## config.mk

```make
export PLATFORM = sky130hd
export DESIGN_NAME = rr_reg_arbiter
export DESIGN_NICKNAME = d
export VERILOG_FILES = /design/src/rtl/rr_reg_arbiter.sv
export SDC_FILE = /design/constraint.sdc
export NUM_CORES = 1
export LEC_CHECK = 0
export CORE_ASPECT_RATIO = 1.2
export CORE_MARGIN = 2
export CORE_UTILIZATION = 39
export CTS_CLUSTER_SIZE = 24
export DETAILED_ROUTE_END_ITERATION = 7
export PLACE_DENSITY = 0.82
export SYNTH_ARGS = -nofsm -noshare
export SYNTH_HDL_FRONTEND = slang
export SYNTH_SLANG_ARGS = --single-unit
```

## constraint.sdc

```tcl
create_clock -name clk -period 1.85 [get_ports clk]
set_input_delay 0.555 -clock clk [delete_from_list [all_inputs] [get_ports clk]]
set_output_delay 0.555 -clock clk [all_outputs]
set_load 0.005 [all_outputs]
```

## src/rtl/rr_reg_arbiter.sv

```systemverilog
// Round-robin ownership arbiter for one shared W-bit register.
// Four requesters ask for ownership, write while granted and then release.
// A dead RELEASE cycle always separates two grants, so grants never overlap.
// Optional feature macro: HOLD_TIMEOUT_EN (forces release after MAX_HOLD
// cycles in GRANT and pulses timeout). Without it an owner may hold forever.
module rr_reg_arbiter #(
  parameter int W        = 8,
  parameter int MAX_HOLD = 8
) (
  input  logic           clk,
  input  logic           reset,
  input  logic [3:0]     req,
  input  logic [3:0]     rel,
  input  logic [3:0]     wr_en,
  input  logic [4*W-1:0] wr_data,
  output logic [3:0]     gnt,
  output logic [1:0]     gnt_id,
  output logic           busy,
  output logic [W-1:0]   q,
  output logic           timeout
);

  typedef enum logic [1:0] {
    IDLE    = 2'd0,
    GRANT   = 2'd1,
    RELEASE = 2'd2
  } state_t;

  state_t         state, state_next;
  logic [3:0]     gnt_next;
  logic [1:0]     gnt_id_next;
  logic           busy_next;
  logic [1:0]     last, last_next;
  logic [W-1:0]   q_next;
  logic [1:0]     sel;
  logic           sel_valid;
  logic           owner_done;
  logic           force_rel;

  // The current owner gives up the register by pulsing rel or dropping req.
  assign owner_done = rel[gnt_id] | ~req[gnt_id];

`ifdef HOLD_TIMEOUT_EN
  localparam int HW = (MAX_HOLD > 1) ? $clog2(MAX_HOLD) : 1;

  logic [HW-1:0] hold_cnt;

  assign force_rel = (hold_cnt == HW'(MAX_HOLD - 1));

  // Hold counter: sits at zero outside GRANT, counts cycles spent in GRANT.
  always_ff @(posedge clk or posedge reset) begin
    if (reset) begin
      hold_cnt <= '0;
    end else if (state != GRANT) begin
      hold_cnt <= '0;
    end else begin
      hold_cnt <= hold_cnt + HW'(1);
    end
  end

  // Timeout pulse covers only the RELEASE cycle caused by a forced release.
  always_ff @(posedge clk or posedge reset) begin
    if (reset) begin
      timeout <= 1'b0;
    end else begin
      timeout <= (state == GRANT) && force_rel && !owner_done;
    end
  end
`else
  // No hold limit: MAX_HOLD is never negative, so this is constant zero.
  assign force_rel = (MAX_HOLD < 0);
  assign timeout   = 1'b0;
`endif

  // Round-robin pick: first set request scanning upward from last+1, wrapping.
  always_comb begin
    sel       = '0;
    sel_valid = 1'b0;
    for (int k = 1; k <= 4; k++) begin
      if (!sel_valid && req[last + 2'(k)]) begin
        sel       = last + 2'(k);
        sel_valid = 1'b1;
      end
    end
  end

  // Next-state and next-output logic for the ownership sequencer.
  always_comb begin
    state_next  = state;
    gnt_next    = gnt;
    gnt_id_next = gnt_id;
    busy_next   = busy;
    last_next   = last;
    q_next      = q;
    unique case (state)
      IDLE: begin
        if (sel_valid) begin
          state_next  = GRANT;
          gnt_next    = 4'b0001 << sel;
          gnt_id_next = sel;
          busy_next   = 1'b1;
          last_next   = sel;
        end
      end
      GRANT: begin
        if (wr_en[gnt_id]) begin
          q_next = wr_data[gnt_id*W +: W];
        end
        if (owner_done || force_rel) begin
          state_next = RELEASE;
          gnt_next   = '0;
          busy_next  = 1'b0;
        end
      end
      RELEASE: begin
        state_next = IDLE;
      end
      default: begin
        state_next = IDLE;
        gnt_next   = '0;
        busy_next  = 1'b0;
      end
    endcase
  end

  // State, grant, pointer and shared register flops.
  always_ff @(posedge clk or posedge reset) begin
    if (reset) begin
      state  <= IDLE;
      gnt    <= '0;
      gnt_id <= '0;
      busy   <= 1'b0;
      last   <= 2'd3;
      q      <= '0;
    end else begin
      state  <= state_next;
      gnt    <= gnt_next;
      gnt_id <= gnt_id_next;
      busy   <= busy_next;
      last   <= last_next;
      q      <= q_next;
    end
  end

endmodule

```

=== After elaboration in Yosys (flattened, before gate mapping) ===
Index checks and enable logic that the tools add are counted.

* Bits in registers: 19
* Input bits: 46
* Word-level logic and storage cells: 65

* $add $sub $neg: 3
* Magnitude comparators: 5
* Equality and inequality tests: 4
* Shifts and indexed selects: 2
* Multiplexer cells: 31
* Bitwise operators: 3
* Reduce and logical (&&, ||, !) cells: 11

{| class="wikitable"
|+ Operator list
! cell !! count
|-
| $shiftx 32x6->8 || 1
|-
| $lt 2x3->1 const B || 5
|-
| $bmux 1 s2 || 7
|-
| $mux 1 || 13
|-
| $mux 2 || 6
|-
| $pmux 4 s3 || 1
|-
| $mux 4 || 2
|-
| $reduce_and 2->1 || 3
|-
| $add 2x2->2 const B || 2
|-
| $ne 2x2->1 const B || 2
|-
| $pmux 2 s2 || 1
|-
| $shl 1x2->4 const A || 1
|-
| $logic_and 1x1->1 || 3
|-
| $logic_not 1->1 || 3
|-
| $pmux 1 s3 || 1
|-
| $reduce_and 3->1 || 1
|-
| $add 2x1->2 const B || 1
|-
| $eq 2x1->1 const B || 1
|-
| $eq 2x2->1 const B || 1
|-
| $logic_not 2->1 || 1
|-
| $not 1->1 || 2
|-
| $or 1x1->1 || 1
|}

=== Logic depth before layout (Yosys ltp) ===
Gate-level depths: netlist of the first run.

* Depth in word-level cells: 16
* Gate-level depth with buffers: 4

=== Worst setup path after synthesis of the first run ===
Ideal clock, no wire load.

* Kind: input-to-reg
* Start point: in wr_en[1]
* End point: reg q[0]
* Setup time: 125 ps
* Data arrival time: 1571 ps
* Required time: 1725 ps
* Path slack: 154 ps
* Stages on the path: 4
* Buffers on the path: 1
* Path through: mux4_1 > nand2b_1 > buf_4 > mux2_2

* Longest elaborated chain between the ends: 3

{| class="wikitable"
|+ Ends and longest elaborated chain
! what !! RTL line !! RTL
|-
| start: declaration || 14 || <nowiki>input logic [3:0] wr_en,</nowiki>
|-
| $bmux 1 s2 || 106 || <nowiki>if (wr_en[gnt_id]) begin</nowiki>
|-
| $mux 1 (implied by the code) || 106 ||
|-
| $reduce_and 2->1 (no source line) || - ||
|-
| end signal: assignment || 141 || <nowiki>q <= q_next;</nowiki>
|-
| end: declaration || 19 || <nowiki>output logic [W-1:0] q,</nowiki>
|}

No other way between the ends. The select of a mux whose other input is x is not followed.
A chain may end at the register's enable or synchronous reset.

=== Worst setup path in the final report of the first run ===
* Start point: in wr_en[2]
* End point: reg q[4]

Same word-level chain as after synthesis.

==> results of run 1 <==
## worst max-delay path, stage by stage
cell and delay (ps):
clkdlybuf4s50_1 410, mux4_2 500, nand2b_4 100, buf_12 110
mux2_2 330
## cell families after synthesis
group / count (synthesis) / synth area share
AO/OA/AOI/OAI: 14 / 0.1120
buffers and inverters: 5 / 0.03042
flip-flops: 19 / 0.4152
multiplexers: 21 / 0.3315
other: 1 / 0.003258
AND/OR/NAND/NOR: 22 / 0.1076
## routing by layer
layer / global-route usage / vias up / wire length [um]
met5: 0 / - / 0
met4: 0.06090 / 0 / 53
met3: 0.03318 / 6 / 186
met2: 0.3642 / 49 / 1806
met1: 0.1947 / 493 / 1024
li1: - / 457 / -
## worst max-delay path by stage
stage,from,end,slack [ps],cells after the start
after detailed placement,req[0],gnt[0]$_DFFE_PP0P_,-340,5
after floorplan,wr_en[1],q[0]$_DFFE_PP0P_,150,4
after global routing,wr_en[2],q[4]$_DFFE_PP0P_,-4,5
final,wr_en[2],q[4]$_DFFE_PP0P_,20,5
after CTS,wr_en[0],q[4]$_DFFE_PP0P_,10,5
after global placement,wr_en[2],q[4]$_DFFE_PP0P_,-300,5
## placed cells by master (no fill, tap or decap), drive strengths merged
cell and n:
clkdlybuf4s50 56, dfrtp 17, buf 11, mux2 10
mux4 10, nand2b 9, nand2 5, clkbuf 4
nor2 3, dlymetal6s2s 3, o21ai 2, a21o 2
a22o 2, dfstp 2, o2bb2ai 2, and3b 1
a211oi 1, nand3b 1, a31oi 1, a211o 1
and2 1, nor2b 1, a21oi 1, mux2i 1
or2b 1, o221ai 1, o22ai 1, inv 1
conb 1, dlygate4sd2 1
## repair_timing
item | 4_1_cts | 5_1_grt
buffers inserted | 0 | 1
resized for setup | 3 | 6
endpoints found under the setup margin | 13 | 10
pin swaps | 1 | 2
## report_power, final
| group | internal (mW) | switching (mW) |
|---|---|---|
| sequential | 0.632 | 0.162 |
| clock | 0.0838 | 0.132 |
| combinational | 0.948 | 0.526 |
## registers in the layout, summed over array words and instances, names as in the netlist
name    count
gnt         4
q           8
state       2
gnt_id      2
last        2
busy        1
## per-stage QoR
step                utilization  instance area (sq um)  hold slack (ps)
CTS                      0.6680                   1878            516.2
detailed placement       0.6582                   1851            490.1
global route             0.6809                   1914            540.7
global placement         0.6582                   1851            474.9
finish                   0.6809                   1914            516.5
floorplan                     -                   1151            473.7
## cell type report
| class | instances | share of cell area |
|---|---|---|
| Timing Repair Buffer | 71 | 0.3667 |
| Inverter | 1 | 0.001961 |
| Clock buffer | 4 | 0.01373 |
| Multi-Input combinational cell | 58 | 0.3458 |
| Sequential cell | 19 | 0.2497 |
| Tap cell | 34 | 0.02222 |
==> results_dict.tcl, run 1 <==
set metrics [dict create \
    outcome "completed" \
    num-nets-final 200 \
    r2r.worst_path.cells 5 \
    crit_required_ps 2040 \
    synthDominantAreaCellType "dfrtp_1" \
    largest_net_degree_at_the_start_of_global_routing 20 \
    io_buffer_count 60 \
    syn-instance-count 82 \
    combined_area_of_the_multi_input_logic_cells_sq_um 661.9 \
    grt_pass1_vias 1065 \
    vias_per_cell 5.374 \
    whs_path_depth 2 \
    ys.warnings.count 0 \
    skew_pair_late_insertion_delay_ps 290 \
    grt_pass1_wl_um 4740 \
    totalWireLength_um 3070 \
    antenna_found_initial 0 \
    syn-num-nets 128 \
    area_growth_syn_to_layout_pct 66.30 \
    cts-htree-levels 1 \
    sink_count 19 \
    ys_seq_area_frac 0.4152 \
    final.fill_count 217 \
    cp_data_arrival_time_ps 2010 \
    synth_most_common_cell "dfrtp_1" \
    vias 1005 \
    fmax_ghz 0.5479 \
    full_die_area_sq_um 3404 \
    timing.max_cap.violations 0 \
    synthFlopType "dfrtp_1" \
    reg2reg_setup_slack_ps 160 \
    wl_per_cell_um 16.42 \
    detailedRoute.firstPassIterationCount 4 \
    endpoint_kind "register" \
    pre_cts_slack_ps -342.6 \
    cts_root_buffer "clkbuf_4" \
    timing.final.crit_share 0.9865 \
    netlist_top_cells_area "dfrtp_1 (37%), mux4_1 (21%), mux2_2 (9.8%), nand2b_1 (4.9%), dfstp_2 (4.6%)" \
    ys_ff_latch 19 \
    startpoint_class "primary input" \
    cts_hold_buffers 0 \
    synth-edff-count 0 \
    first_iter_violations 19 \
    drc 0 \
    hold_path.startpoint "last[1]$_DFFE_PP1P_" \
    final_cell_count_no_fill 187 \
    fin_crit_ps 1825 \
    yosysTopAreaCellShare 0.3696 \
    power_leakage_nw 0.8259 \
    clk_transition_reported_paths_ps 110 \
    final.setup_skew_ps 1.581 \
    post-place-cells 182 \
    totalPowerFinal_mw 2.484 \
    proportion_of_layout_cells_with_a_drive_suffix_above_1 0.2288 \
    postLayoutSetupSlackWorst_ps 25.00 \
    detailedPlacementHpwl_um 2450 \
    floorplan.io_pins 62 \
    cts_tree "built" \
    min_to "last[1]$_DFFE_PP1P_" \
    tns_ps 0 \
    grt_overflow 0 \
    synth.cell_area_sq_um 1151 \
    seqCellArea_sq_um 478.0 \
    power_density_nw_per_um2 1297 \
    num_antenna_cells 0 \
    place.gp.congestion 0.7372 \
    async_flop_share 1.000 \
    setup.worst_path.class "primary input to register" \
    gr-usage-all-layers 0.1896 \
    final_hold_viol_count 0 \
    avgSynthCellArea_sq_um 14.04 \
    path_max_fanout 8 \
    rows 21 \
    coreArea_sq_um 2811 \
    capture_point_of_the_worst_reg_to_reg_path "gnt[1]$_DFFE_PP0P_" \
    min_path_type "register to register" \
    tritoncts_buffer_count 3 \
    synthDistinctLibCells 29 \
    worstReg2RegStart "gnt_id[0]$_DFFE_PP0P_" \
    finalMaxSlewViolations 0 \
    peak_supply_drop_v 0.0009783 \
    final_setup_violation_count 0 \
    drtAntennaViolNets 0 \
    die_y_um 63.52 \
    max_clock_buf_depth 2 \
    synth.cells.most_frequent "dfrtp_1 (17), mux2_2 (10), mux4_1 (9), nand2b_1 (9), nand2_1 (5)" \
    dieWidth_um 53.60 \
    initial_core_util 0.4094 \
]
No activity file was read; power rests on OpenSTA's default activity.
==> run 2, diff against run 1 <==
Settings changed: MAX_ROUTING_LAYER set to met4.
==> run 2 against run 1 <==
  * Sequential cell count unchanged
  * Sequential share of layout area unchanged
  * Highest routed layer unchanged
  * Die area is the same
  * Sequential power barely moved
  * Worst hold slack gained 1.0 ps
  * Core utilization is the same
  * Clock skew increased by 1.1 ps
  * Combinational power about the same
  * Critical path depth unchanged
  * Critical endpoint unchanged
  * Count of clock-buffer cells in the layout did not move
  * Largest cell class unchanged
==> results_dict.tcl, run 2 (same netlist as run 1, synthesis figures left out) <==
set metrics [dict create \
    skew_pair_late_insertion_delay_ps 290 \
    num-nets-final 200 \
    detailedPlacementHpwl_um 2450 \
    pre_cts_slack_ps -342.6 \
    gr-usage-all-layers 0.1947 \
    proportion_of_layout_cells_with_a_drive_suffix_above_1 0.2288 \
    cts_hold_buffers 0 \
    totalWireLength_um 3041 \
    detailedRoute.firstPassIterationCount 4 \
    grt_overflow 0 \
    finalMaxSlewViolations 0 \
    coreArea_sq_um 2811 \
    grt_pass1_vias 1066 \
    sink_count 19 \
    endpoint_kind "register" \
    met2RoutedLength_um 1780 \
    tritoncts_buffer_count 3 \
    path_max_fanout 8 \
    floorplan.io_pins 62 \
    mostFrequentLayoutCell "clkdlybuf4s50_1" \
    cts-htree-levels 1 \
    final_setup_violation_count 0 \
    grt_pass1_wl_um 4733 \
    max_clock_buf_depth 2 \
    stdcell_area_sq_um 1914 \
    power_density_nw_per_um2 1298 \
    die_y_um 63.52 \
    cts_tree "built" \
    vias_per_cell 5.401 \
    postLayoutSetupSlackWorst_ps 24.98 \
    tns_ps 0 \
    final.fill_count 217 \
    final.setup_skew_ps 2.725 \
    r2r.worst_path.cells 5 \
    whs_path_depth 1 \
    drtAntennaViolNets 0 \
    rows 21 \
    reg2reg_setup_slack_ps 160 \
    min_path_type "register to register" \
    power_leakage_nw 0.8259 \
    largest_register "q" \
    fin_crit_ps 1825 \
    full_die_area_sq_um 3404 \
    timing.final.crit_share 0.9865 \
    drc 0 \
    largest_net_degree_at_the_start_of_global_routing 20 \
    place.gp.congestion 0.7463 \
    clk_transition_reported_paths_ps 110 \
    cp_data_arrival_time_ps 2010 \
    post_dp_cell_area_sq_um 1851 \
    final_hold_viol_count 0 \
    dieWidth_um 53.60 \
    fmax_ghz 0.5479 \
    timing.max_cap.violations 0 \
    setup.worst_path.class "primary input to register" \
    layout_common_cells "clkdlybuf4s50_1 (56), dfrtp_1 (17), mux2_2 (10), buf_4 (10), mux4_1 (8)" \
    io_buffer_count 60 \
    area_growth_syn_to_layout_pct 66.30 \
    cts_root_buffer "clkbuf_4" \
    combined_area_of_the_multi_input_logic_cells_sq_um 661.9 \
    outcome "completed" \
    detailroute.wirelength.met3_um 164 \
    antenna_found_initial 0 \
    initial_core_util 0.4094 \
    num_antenna_cells 0 \
    top_layer "met4" \
    startpoint_class "primary input" \
    largest_reg_flops 8 \
    wirelength_met1_um 1026 \
    seqCellArea_sq_um 478.0 \
    first_iter_violations 19 \
    crit_required_ps 2040 \
    layout_top_registers "q x8, gnt x4" \
    wl_per_cell_um 16.26 \
    vias 1010 \
    peak_supply_drop_v 0.0009790 \
]
-- run 2: cell counts in the layout (fill, tap and decap cells not counted) --
Identical to the previous run, type by type.
-- run 2: report_power, final --
group / internal (mW) / switching, mW / leakage, nW
Clock: 0.0839 / 0.131 / 0.0150
Combinational: 0.948 / 0.527 / 0.583
Sequential: 0.632 / 0.163 / 0.228
-- run 2: stage by stage --
stage | cells | hold slack [ps] | utilization | power [mW]
3_3_place_gp | 182 | 474.9 | 0.6582 | 2.162
2_1_floorplan | 82 | 473.7 | - | 1.575
3_5_place_dp | 182 | 490.1 | 0.6582 | 2.230
6_report | 187 | 517.5 | 0.6809 | 2.484
4_1_cts | 186 | 516.2 | 0.6680 | 2.461
5_1_grt | 187 | 540.7 | 0.6809 | 2.652
-- run 2: path summary, 6_finish.rpt --
path                                            start             endpoint
max in group asynchronous                       reset  last[0]$_DFFE_PP1P_
worst min register to register       busy$_DFFE_PP0P_     busy$_DFFE_PP0P_
worst min-delay path                 busy$_DFFE_PP0P_     busy$_DFFE_PP0P_
min in group asynchronous                       reset     q[6]$_DFFE_PP0P_
worst max register to register  gnt_id[0]$_DFFE_PP0P_   gnt[1]$_DFFE_PP0P_
worst max-delay path                         wr_en[2]     q[4]$_DFFE_PP0P_
-- run 2: critical path: stages --
cell and delay (ps):
clkdlybuf4s50_1 410, mux4_2 500, nand2b_4 100, buf_12 110
mux2_2 330
-- run 2: final cells by class --
class,count,area share
Timing Repair Buffer,71,0.3667
Sequential cell,19,0.2497
Multi-Input combinational cell,58,0.3458
Tap cell,34,0.02222
Clock buffer,4,0.01373
Inverter,1,0.001961
-- run 2: per-layer routing --
metal  vias up  global-route usage
met1       500              0.1947
met3         8             0.03318
met2        45              0.3642
met5         -                   -
met4         0             0.06090
li1        457                   -
-- run 2: what timing repair did --
action	CTS	global route
resized for setup	3	6
buffers inserted	0	1
pin swaps	1	2
endpoints found under the setup margin	13	10
